===== src/rtl/ps2_pkg.sv =====
// Shared definitions for the PS/2 receive path: FSM states and frame constants.
package ps2_pkg;

  typedef enum logic [1:0] {
    IDLE,
    DATA,
    PARITY,
    STOP
  } ps2_state_t;

  localparam int PS2_DATA_BITS  = 8;
  localparam int PS2_FRAME_BITS = 11;

  // Odd parity: the running XOR starts at 1, so after the data bits it equals the expected parity bit.
  localparam logic PS2_PARITY_INIT = 1'b1;

endpackage


===== src/rtl/ps2_rx_fifo.sv =====
// First-word fall-through byte FIFO for received PS/2 scan codes.
// Depth is 2**FIFO_BITS; a push into a full FIFO is dropped and flagged on overflow.
module ps2_rx_fifo
  import ps2_pkg::*;
#(
  parameter int FIFO_BITS = 3
) (
  input  logic                     clk_sys,
  input  logic                     reset,
  input  logic                     push,
  input  logic [PS2_DATA_BITS-1:0] din,
  input  logic                     pop,
  output logic [PS2_DATA_BITS-1:0] dout,
  output logic                     full,
  output logic                     empty,
  output logic                     overflow
);

  localparam int DEPTH = 1 << FIFO_BITS;

  logic [PS2_DATA_BITS-1:0] mem [DEPTH];
  logic [FIFO_BITS-1:0]     wr_ptr_reg;
  logic [FIFO_BITS-1:0]     rd_ptr_reg;
  logic [FIFO_BITS:0]       count_reg;
  logic                     overflow_reg;
  logic                     do_push;
  logic                     do_pop;

  assign full  = (count_reg == (FIFO_BITS + 1)'(DEPTH));
  assign empty = (count_reg == '0);

  // A simultaneous pop frees the slot, so a push into a full FIFO still lands.
  assign do_pop  = pop & ~empty;
  assign do_push = push & (~full | do_pop);

  always_ff @(posedge clk_sys or posedge reset) begin
    if (reset) begin
      wr_ptr_reg   <= '0;
      rd_ptr_reg   <= '0;
      count_reg    <= '0;
      overflow_reg <= 1'b0;
    end else begin
      overflow_reg <= push & ~do_push;
      if (do_push) wr_ptr_reg <= wr_ptr_reg + FIFO_BITS'(1);
      if (do_pop)  rd_ptr_reg <= rd_ptr_reg + FIFO_BITS'(1);
      case ({do_push, do_pop})
        2'b10:   count_reg <= count_reg + (FIFO_BITS + 1)'(1);
        2'b01:   count_reg <= count_reg - (FIFO_BITS + 1)'(1);
        default: count_reg <= count_reg;
      endcase
    end
  end

  always_ff @(posedge clk_sys) begin
    if (do_push) mem[wr_ptr_reg] <= din;
  end

  // Asynchronous read keeps the head visible in the same cycle it becomes valid.
  assign dout     = mem[rd_ptr_reg];
  assign overflow = overflow_reg;

endmodule


===== src/rtl/ps2_kbd_rx.sv =====
// PS/2 keyboard receiver: synchronizer, frame FSM and output FIFO.
// Define PS2_RX_TIMEOUT_EN to abort frames stalled for TIMEOUT_CYCLES clk_sys cycles.
module ps2_kbd_rx
  import ps2_pkg::*;
#(
  parameter int FIFO_BITS      = 3,
  parameter int TIMEOUT_CYCLES = 65535
) (
  input  logic       clk_sys,
  input  logic       reset,
  input  logic       ps2_clk,
  input  logic       ps2_data,
  input  logic       rd,
  output logic [7:0] dout,
  output logic       valid,
  output logic       parity_err,
  output logic       frame_err,
  output logic       overflow
);

  localparam int CNT_W = $clog2(PS2_DATA_BITS);

  logic ps2_clk_meta_reg, ps2_clk_sync_reg, ps2_clk_prev_reg;
  logic ps2_data_meta_reg, ps2_data_sync_reg;
  logic fall;
  logic bit_in;

  ps2_state_t               state_reg, state_next;
  logic [CNT_W-1:0]         bit_cnt_reg, bit_cnt_next;
  logic [PS2_DATA_BITS-1:0] shift_reg, shift_next;
  logic                     par_acc_reg, par_acc_next;
  logic                     par_ok_reg, par_ok_next;
  logic                     parity_err_reg, parity_err_next;
  logic                     frame_err_reg, frame_err_next;
  logic                     push;
  logic                     timeout;
  logic                     fifo_empty;
  logic                     fifo_full;

  // Flops preset to 1 (idle line level) so reset release never looks like a falling edge.
  always_ff @(posedge clk_sys or posedge reset) begin
    if (reset) begin
      ps2_clk_meta_reg  <= 1'b1;
      ps2_clk_sync_reg  <= 1'b1;
      ps2_clk_prev_reg  <= 1'b1;
      ps2_data_meta_reg <= 1'b1;
      ps2_data_sync_reg <= 1'b1;
    end else begin
      ps2_clk_meta_reg  <= ps2_clk;
      ps2_clk_sync_reg  <= ps2_clk_meta_reg;
      ps2_clk_prev_reg  <= ps2_clk_sync_reg;
      ps2_data_meta_reg <= ps2_data;
      ps2_data_sync_reg <= ps2_data_meta_reg;
    end
  end

  assign fall   = ps2_clk_prev_reg & ~ps2_clk_sync_reg;
  assign bit_in = ps2_data_sync_reg;

`ifdef PS2_RX_TIMEOUT_EN
  localparam int TMO_W = $clog2(TIMEOUT_CYCLES + 1);
  logic [TMO_W-1:0] tmo_cnt_reg;

  always_ff @(posedge clk_sys or posedge reset) begin
    if (reset) begin
      tmo_cnt_reg <= '0;
    end else if (fall || state_reg == IDLE) begin
      tmo_cnt_reg <= '0;
    end else if (tmo_cnt_reg != TMO_W'(TIMEOUT_CYCLES)) begin
      tmo_cnt_reg <= tmo_cnt_reg + TMO_W'(1);
    end
  end

  assign timeout = (state_reg != IDLE) && !fall && (tmo_cnt_reg == TMO_W'(TIMEOUT_CYCLES));
`else
  assign timeout = 1'b0;
`endif

  always_ff @(posedge clk_sys or posedge reset) begin
    if (reset) begin
      state_reg      <= IDLE;
      bit_cnt_reg    <= '0;
      shift_reg      <= '0;
      par_acc_reg    <= PS2_PARITY_INIT;
      par_ok_reg     <= 1'b0;
      parity_err_reg <= 1'b0;
      frame_err_reg  <= 1'b0;
    end else begin
      state_reg      <= state_next;
      bit_cnt_reg    <= bit_cnt_next;
      shift_reg      <= shift_next;
      par_acc_reg    <= par_acc_next;
      par_ok_reg     <= par_ok_next;
      parity_err_reg <= parity_err_next;
      frame_err_reg  <= frame_err_next;
    end
  end

  always_comb begin
    state_next      = state_reg;
    bit_cnt_next    = bit_cnt_reg;
    shift_next      = shift_reg;
    par_acc_next    = par_acc_reg;
    par_ok_next     = par_ok_reg;
    parity_err_next = 1'b0;
    frame_err_next  = 1'b0;
    push            = 1'b0;

    if (fall) begin
      case (state_reg)
        IDLE: begin
          if (!bit_in) begin
            state_next   = DATA;
            bit_cnt_next = '0;
            shift_next   = '0;
            par_acc_next = PS2_PARITY_INIT;
          end
        end
        DATA: begin
          shift_next   = {bit_in, shift_reg[PS2_DATA_BITS-1:1]};
          par_acc_next = par_acc_reg ^ bit_in;
          if (bit_cnt_reg == CNT_W'(PS2_DATA_BITS - 1)) begin
            state_next = PARITY;
          end else begin
            bit_cnt_next = bit_cnt_reg + CNT_W'(1);
          end
        end
        PARITY: begin
          par_ok_next = (bit_in == par_acc_reg);
          state_next  = STOP;
        end
        STOP: begin
          state_next = IDLE;
          if (!bit_in)         frame_err_next  = 1'b1;
          else if (par_ok_reg) push            = 1'b1;
          else                 parity_err_next = 1'b1;
        end
        default: state_next = IDLE;
      endcase
    end else if (timeout) begin
      state_next     = IDLE;
      frame_err_next = 1'b1;
    end
  end

  ps2_rx_fifo #(
    .FIFO_BITS(FIFO_BITS)
  ) u_fifo (
    .clk_sys (clk_sys),
    .reset   (reset),
    .push    (push),
    .din     (shift_reg),
    .pop     (rd),
    .dout    (dout),
    .full    (fifo_full),
    .empty   (fifo_empty),
    .overflow(overflow)
  );

  assign valid      = ~fifo_empty;
  assign parity_err = parity_err_reg;
  assign frame_err  = frame_err_reg;

endmodule


===== config.mk =====
export PLATFORM = sky130hd
export DESIGN_NAME = ps2_kbd_rx
export DESIGN_NICKNAME = d
export VERILOG_FILES = /design/src/rtl/ps2_pkg.sv /design/src/rtl/ps2_rx_fifo.sv /design/src/rtl/ps2_kbd_rx.sv
export SDC_FILE = /design/constraint.sdc
export NUM_CORES = 1
export LEC_CHECK = 0
export ABC_CLOCK_PERIOD_IN_PS = 2760
export CORE_MARGIN = 2
export CORE_UTILIZATION = 46
export CTS_CLUSTER_DIAMETER = 200
export DETAILED_ROUTE_END_ITERATION = 7
export PLACE_DENSITY = 0.65
export SYNTH_ARGS = -nofsm -noshare
export SYNTH_HDL_FRONTEND = slang
export SYNTH_SLANG_ARGS = --single-unit

===== constraint.sdc =====
create_clock -name clk_sys -period 2.76 [get_ports clk_sys]
set_input_delay 0.552 -clock clk_sys [delete_from_list [all_inputs] [get_ports clk_sys]]
set_output_delay 0.552 -clock clk_sys [all_outputs]
set_load 0.005 [all_outputs]

# [Word-level counts from Yosys, hierarchy flattened]
# Memory sizes are Yosys's and may differ from the RTL's.
# Index checks and enable logic that the tools add are counted.
[totals] regBits=33 ram_bits=64 input_bits=5 elab_cells=75 mem_count=1
[op_classes] add_sub_neg=5 eq_ne=11 n_mux=24 bitwise=10 reduce_logical=8
[memory_table] memory="u_fifo.mem" depth=8 word_bits=8 read_ports=1 rd_ports_with_merged_regs=0 wr=1 line_no="ps2_rx_fifo.sv:21" source="logic [PS2_DATA_BITS-1:0] mem [DEPTH];"
[ops] operator="case mux 8 bit (2 select lines)" n=1
[ops] operator="2-to-1 mux 1 bit" n=14
[ops] operator="adder 3 x 1 -> 3 bit, second input constant" n=3
[ops] operator="2-to-1 mux 8 bit" n=1
[ops] operator="case mux 2 bit (4 select lines)" n=1
[ops] operator="case mux 4 bit (2 select lines)" n=1
[ops] operator="equality test 2 bit, second input constant" n=3
[ops] operator="2-to-1 mux 3 bit" n=2
[ops] operator="!= test 2 bit, second input constant" n=3
[ops] operator="case mux 3 bit (2 select lines)" n=1
[ops] operator="AND reduction 3 bit" n=2
[ops] operator="adder 4 x 1 -> 4 bit, second input constant" n=1
[ops] operator="bitwise AND 1 bit" n=4
[ops] operator="equality test 2 x 1 -> 1 bit, second input constant" n=2
[ops] operator="equality test 4 bit, second input constant" n=1
[ops] operator="logical NOT 4 bit" n=1
[ops] operator="2-to-1 mux 2 bit" n=2
[ops] operator="NOT 1 bit" n=4
[ops] operator="AND reduction 4 bit" n=1
[ops] operator="nonzero test 2 bit" n=2
[ops] operator="subtractor 4 x 1 -> 4 bit, second input constant" n=1
[ops] operator="equality test 3 bit, second input constant" n=1
[ops] operator="logical NOT 2 bit" n=1
[ops] operator="case mux 1 bit (2 select lines)" n=1
[ops] operator="4 further kinds" n=4

# [Logic depth before layout (Yosys ltp)]
[logic_depth] ltp_word=7 ltp_mapped=8

# [Cells and area by module]
# Synthesis repeated with hierarchy kept, for this count alone.
[hier_totals] hier_cells=240 hier_area_um2=4098.9
[modules_own_cells] mod="ps2_rx_fifo" n_inst=1 cells_each=163 area_per_inst_um2=3094.2 seq_area_each_um2=2197.1
[modules_own_cells] mod="ps2_kbd_rx" n_inst=1 cells_each=77 area_per_inst_um2=1004.7 seq_area_each_um2=558.0

# [Worst setup path after synthesis]
# OpenSTA, ideal clock, no wires.
[synth_path] path_type="register to register" startpoint="register ps2_data_sync_reg (netlist: bit_in)" endpoint="memory u_fifo.mem[0][0] (enable)" setup_ps=395 arrival_ps=2065 t_required_ps=2365 slack_ps=301 path_stages_with_launch=6 n_path_buf=1 period_less_slack_ps=2459 cell_sequence="dfstp_2 > buf_4 > nand4b_4 > or2_2 > nand2b_1 > nor4_1"
[synth_via] elab_chain_cells=6
[synth_rtl] item="start: declaration" line_no="ps2_kbd_rx.sv:24" source="logic ps2_data_meta_reg, ps2_data_sync_reg;"
[synth_rtl] item="start signal: assignment" line_no="ps2_kbd_rx.sv:53" source="ps2_data_sync_reg <= ps2_data_meta_reg;"
[synth_rtl] item="2-to-1 mux 1 bit" line_no="ps2_kbd_rx.sv:134" source="if (!bit_in) frame_err_next = 1'b1;"
[synth_rtl] item="2-to-1 mux 1 bit" line_no="ps2_kbd_rx.sv:110" source="case (state_reg)"
[synth_rtl] item="2-to-1 mux 1 bit" line_no="ps2_kbd_rx.sv:109" source="if (fall) begin"
[synth_rtl] item="bitwise AND 1 bit" line_no="ps2_rx_fifo.sv:34" source="assign do_push = push & (~full | do_pop);"
[synth_rtl] item="2-to-1 mux 1 bit" line_no="ps2_rx_fifo.sv:55" source="if (do_push) mem[wr_ptr_reg] <= din;"
[synth_rtl] item="2-to-1 mux 1 bit (implied by the code)" line_no="ps2_rx_fifo.sv:55"
[synth_rtl] item="end: declaration" line_no="ps2_rx_fifo.sv:21"
# No other way between the ends.

# [Final worst setup path]
[layout_path] startpoint="register u_fifo.rd_ptr_reg[0]" endpoint="output port dout[1]"
[layout_via] elab_chain_cells=1
[layout_rtl] item="start: declaration" line_no="ps2_rx_fifo.sv:23" source="logic [FIFO_BITS-1:0] rd_ptr_reg;"
[layout_rtl] item="start signal: assignment" line_no="ps2_rx_fifo.sv:45" source="if (do_pop) rd_ptr_reg <= rd_ptr_reg + FIFO_BITS'(1);"
[layout_rtl] item="memory (8 x 8 bit)"
[layout_rtl] item="end: declaration" line_no="ps2_kbd_rx.sv:14" source="output logic [7:0] dout,"
# No other way between the ends.

==> flow_metrics.env <==
export IMPL_cts_tree="done"
export IMPL_synthesis_area_um2=4005
export IMPL_drt_total_wl_um=6653
export IMPL_holdPathStages=0
export IMPL_path_clk_slew_ps=90
export IMPL_cp_end_kind="primary output"
export IMPL_crit_buf_inv=3
export IMPL_regToRegSetupSlack_ps=650
export IMPL_layout_drive_gt1_share_pct=28.83
export IMPL_maxCapViolCount=0
export IMPL_drc=0
export IMPL_min_to="bit_in"
export IMPL_grt_max_degree=34
export IMPL_ys_warnings_count=0
export IMPL_rows=34
export IMPL_insertion_delay_ps=360
export IMPL_placeableCoreArea_um2=8593
export IMPL_post_place_ws_ps=324.9
export IMPL_place_gp_congestion=0.7649
export IMPL_drt_initial_drc_count=70
export IMPL_port_buffer_count=16
export IMPL_power_mw=4.127
export IMPL_cpLargestDelayFamily="multiplexers"
export IMPL_routed_wl_met3_um=189
export IMPL_cp_start_kind="register"
export IMPL_final_nets=285
export IMPL_fin_ws_ps=104.5
export IMPL_grt_pass1_vias=2088
export IMPL_die_x_um=97.31
export IMPL_synth_nets=244
export IMPL_wl_met2_um=3310
export IMPL_utilization_pct=54.38
export IMPL_place_area_um2=4398
export IMPL_critPathMaxStageDelay_ps=480
export IMPL_place_hpwl_um=4304
export IMPL_fmax_ghz=0.3766
export IMPL_instances_no_fill=382
export IMPL_min_path_type="register to register"
export IMPL_r2r_start="u_fifo.count_reg[0]"
export IMPL_placed_cells=361
export IMPL_slew_limit_headroom_pct=69.48
export IMPL_syn_inst=228
export IMPL_tns_ps=0
export IMPL_worst_pin_slew_ps=457.9
export IMPL_intPower_mw=2.911
export IMPL_cts_sinks=97
export IMPL_min_delay_start="ps2_data_meta_reg"
export IMPL_cts_htree_levels=3
export IMPL_die_area_um2=9469
export IMPL_peakVddDrop_v=0.0004703
export IMPL_crit_required_ps=2210
export IMPL_cp_depth=5
export IMPL_grt_usage_pct=15.11
export IMPL_top_layer="met4"
export IMPL_regToRegEndpoint="u_fifo.count_reg[3]"
export IMPL_dr_pass1_iters=4
export IMPL_finalHoldViolCount=0
export IMPL_setup_viol=0
export IMPL_ys_types=39
export IMPL_overflow=0
export IMPL_status="finished, final reports clean"
export IMPL_nFillCells=712
export IMPL_grt_setup_unrepaired="no"
export IMPL_syn_area_per_cell_um2=17.57
export IMPL_rr_worst_depth=7
export IMPL_fin_hold_ws_ps=360.0
export IMPL_pwr_share_clk_pct=22.5
export IMPL_syn2layout_area_growth_pct=16.68
export IMPL_seqPwrFrac_pct=47.6
export IMPL_critPathKind="register to primary output"
export IMPL_p_sw_share_pct=29.48
export IMPL_crit_chain="clkbuf_16 > buf_4 > mux4_2 > mux2_2 > dlygate4sd2_1"
export IMPL_switchingPower_mw=1.217
export IMPL_via_count=2031
export IMPL_ant_nets=0
export IMPL_wl_per_cell_um=17.42
export IMPL_ys_seq_area_share_pct=68.79
export IMPL_antennaDiodeCount=0
export IMPL_viasPerCell=5.317
export IMPL_pin_count=17
export IMPL_grt_pass1_wl_um=10860
export IMPL_cpMaxStageDelayCell="mux4_2"
export IMPL_p_leak_nw=1.827
export IMPL_finalCritPeriodShare_pct=96.22
export IMPL_largest_reg_flops=64
export IMPL_start_util_pct=46.61
export IMPL_synth_seq_cells=97
export IMPL_period_needed_ps=2656
export IMPL_cts_max_path_buffers=2
export IMPL_drv_slew=0
export IMPL_met1Wirelength_um=3035
export IMPL_power_density_nw_per_um2=883.2
export IMPL_fin_skew_ps=4.842
export IMPL_cts_buffers_inserted=9
export IMPL_cp_max_fo=8
export IMPL_grt_antenna_before_repair=0
export IMPL_cts_root_buf="clkbuf_8"
export IMPL_die_y_um=97.31
export IMPL_finalInstanceArea_um2=4673
export IMPL_combPwrFrac_pct=29.9
export IMPL_worst_ep_arrival_time_ps=2100
what timing repair did:
item / 4_1_cts / 5_1_grt
buffers inserted: 1 / 3
setup endpoints to repair: 4 / 7
gates cloned: 0 / 1
hold buffers: 0 / 0
pin swaps: 0 / 0
gates resized for setup: 1 / 8
area by class of cell:
cell class	instances	area, um^2	share of cell area, %
clock buffer	9	123.9	2.651
clock inverter	7	78.83	1.687
inverter	10	37.54	0.8032
multi-input combinational	113	1170	25.03
sequential	97	2756	58.98
tap	108	135.1	2.892
timing repair buffer	38	371.6	7.952
cell families after synthesis:
| group | after synthesis | synth area share (%) |
|---|---|---|
| and+or+nand+nor | 37 | 5.124 |
| buffers and inverters | 18 | 1.999 |
| adders and majority gates | 11 | 3.624 |
| xor gates and xnor gates | 8 | 1.750 |
| AOI/OAI and AO/OA | 27 | 5.780 |
| muxes | 30 | 12.93 |
| DFF | 97 | 68.79 |
Yosys cell counts:
master / number / area, um^2
nand4b_1: 1 / 8.760
a22o_1: 8 / 70.07
dfstp_2: 6 / 157.7
or4_4: 1 / 11.26
nand2_1: 10 / 37.54
nor2b_1: 1 / 6.260
a22oi_1: 4 / 30.03
mux4_2: 16 / 360.4
a211oi_1: 1 / 7.510
clkbuf_1: 3 / 11.26
o21a_2: 1 / 8.760
xnor2_1: 5 / 43.79
nor2_1: 7 / 26.28
edfxtp_1: 64 / 1922
mux2_2: 10 / 112.6
nand4b_4: 1 / 23.77
o2bb2ai_1: 3 / 26.28
o21ai_0: 4 / 20.02
buf_2: 1 / 5.000
a311oi_4: 1 / 26.28
dfrtp_1: 27 / 675.7
a21oi_1: 3 / 15.01
buf_1: 1 / 3.750
o41a_1: 1 / 11.26
a21oi_4: 1 / 16.27
ha_1: 10 / 125.1
buf_4: 3 / 22.52
and2_1: 2 / 12.51
nor3_1: 5 / 25.02
nand2_2: 1 / 6.260
nor4_1: 1 / 6.260
nand3_1: 2 / 10.01
nand2b_1: 4 / 25.02
mux2i_1: 3 / 30.03
mux2_4: 1 / 15.01
xor2_1: 3 / 26.28
fa_1: 1 / 20.02
or2_2: 1 / 6.260
inv_1: 10 / 37.54
power by group through the flow:
stage / registers (mW) / clock network (mW) / logic [mW]
after floorplan: 1.90 / 0 / 0.883
after global placement: 1.98 / 0 / 1.18
after detailed placement: 1.99 / 0 / 1.20
after CTS: 1.96 / 0.955 / 1.21
after global routing: 2.00 / 1.01 / 1.37
final: 1.97 / 0.930 / 1.23
routing by layer:
| layer | track usage [%] | vias up |
|---|---|---|
| li1 | - | 955 |
| met1 | 19.60 | 1044 |
| met2 | 24.47 | 24 |
| met3 | 3.813 | 8 |
| met4 | 6.410 | 0 |
| met5 | 0 | - |
worst max path at each step:
| stage | startpoint | to | slack (ps) |
|---|---|---|---|
| after floorplan | bit_in | u_fifo.mem[0][0] | 300 |
| after global placement | rd | u_fifo.count_reg[2] | 370 |
| after detailed placement | rd | u_fifo.count_reg[3] | 320 |
| after CTS | u_fifo.rd_ptr_reg[0] | dout[7] | 2 |
| after global routing | u_fifo.rd_ptr_reg[0] | dout[1] | 30 |
| final | u_fifo.rd_ptr_reg[0] | dout[1] | 100 |
layout by cell type, fill, tap and decap left out, types with 5 or more instances in the layout:
cell type	count
dlymetal6s2s_1	7
mux4_2	16
xnor2_1	5
a22o_1	8
ha_1	10
dfstp_2	6
clkbuf_8	9
dfrtp_1	26
nand2_1	10
nor2_1	7
nor3_1	5
edfxtp_1	64
clkdlybuf4s50_1	8
buf_4	20
inv_1	10
mux2_2	10
Power figures use the tool's default switching activity.
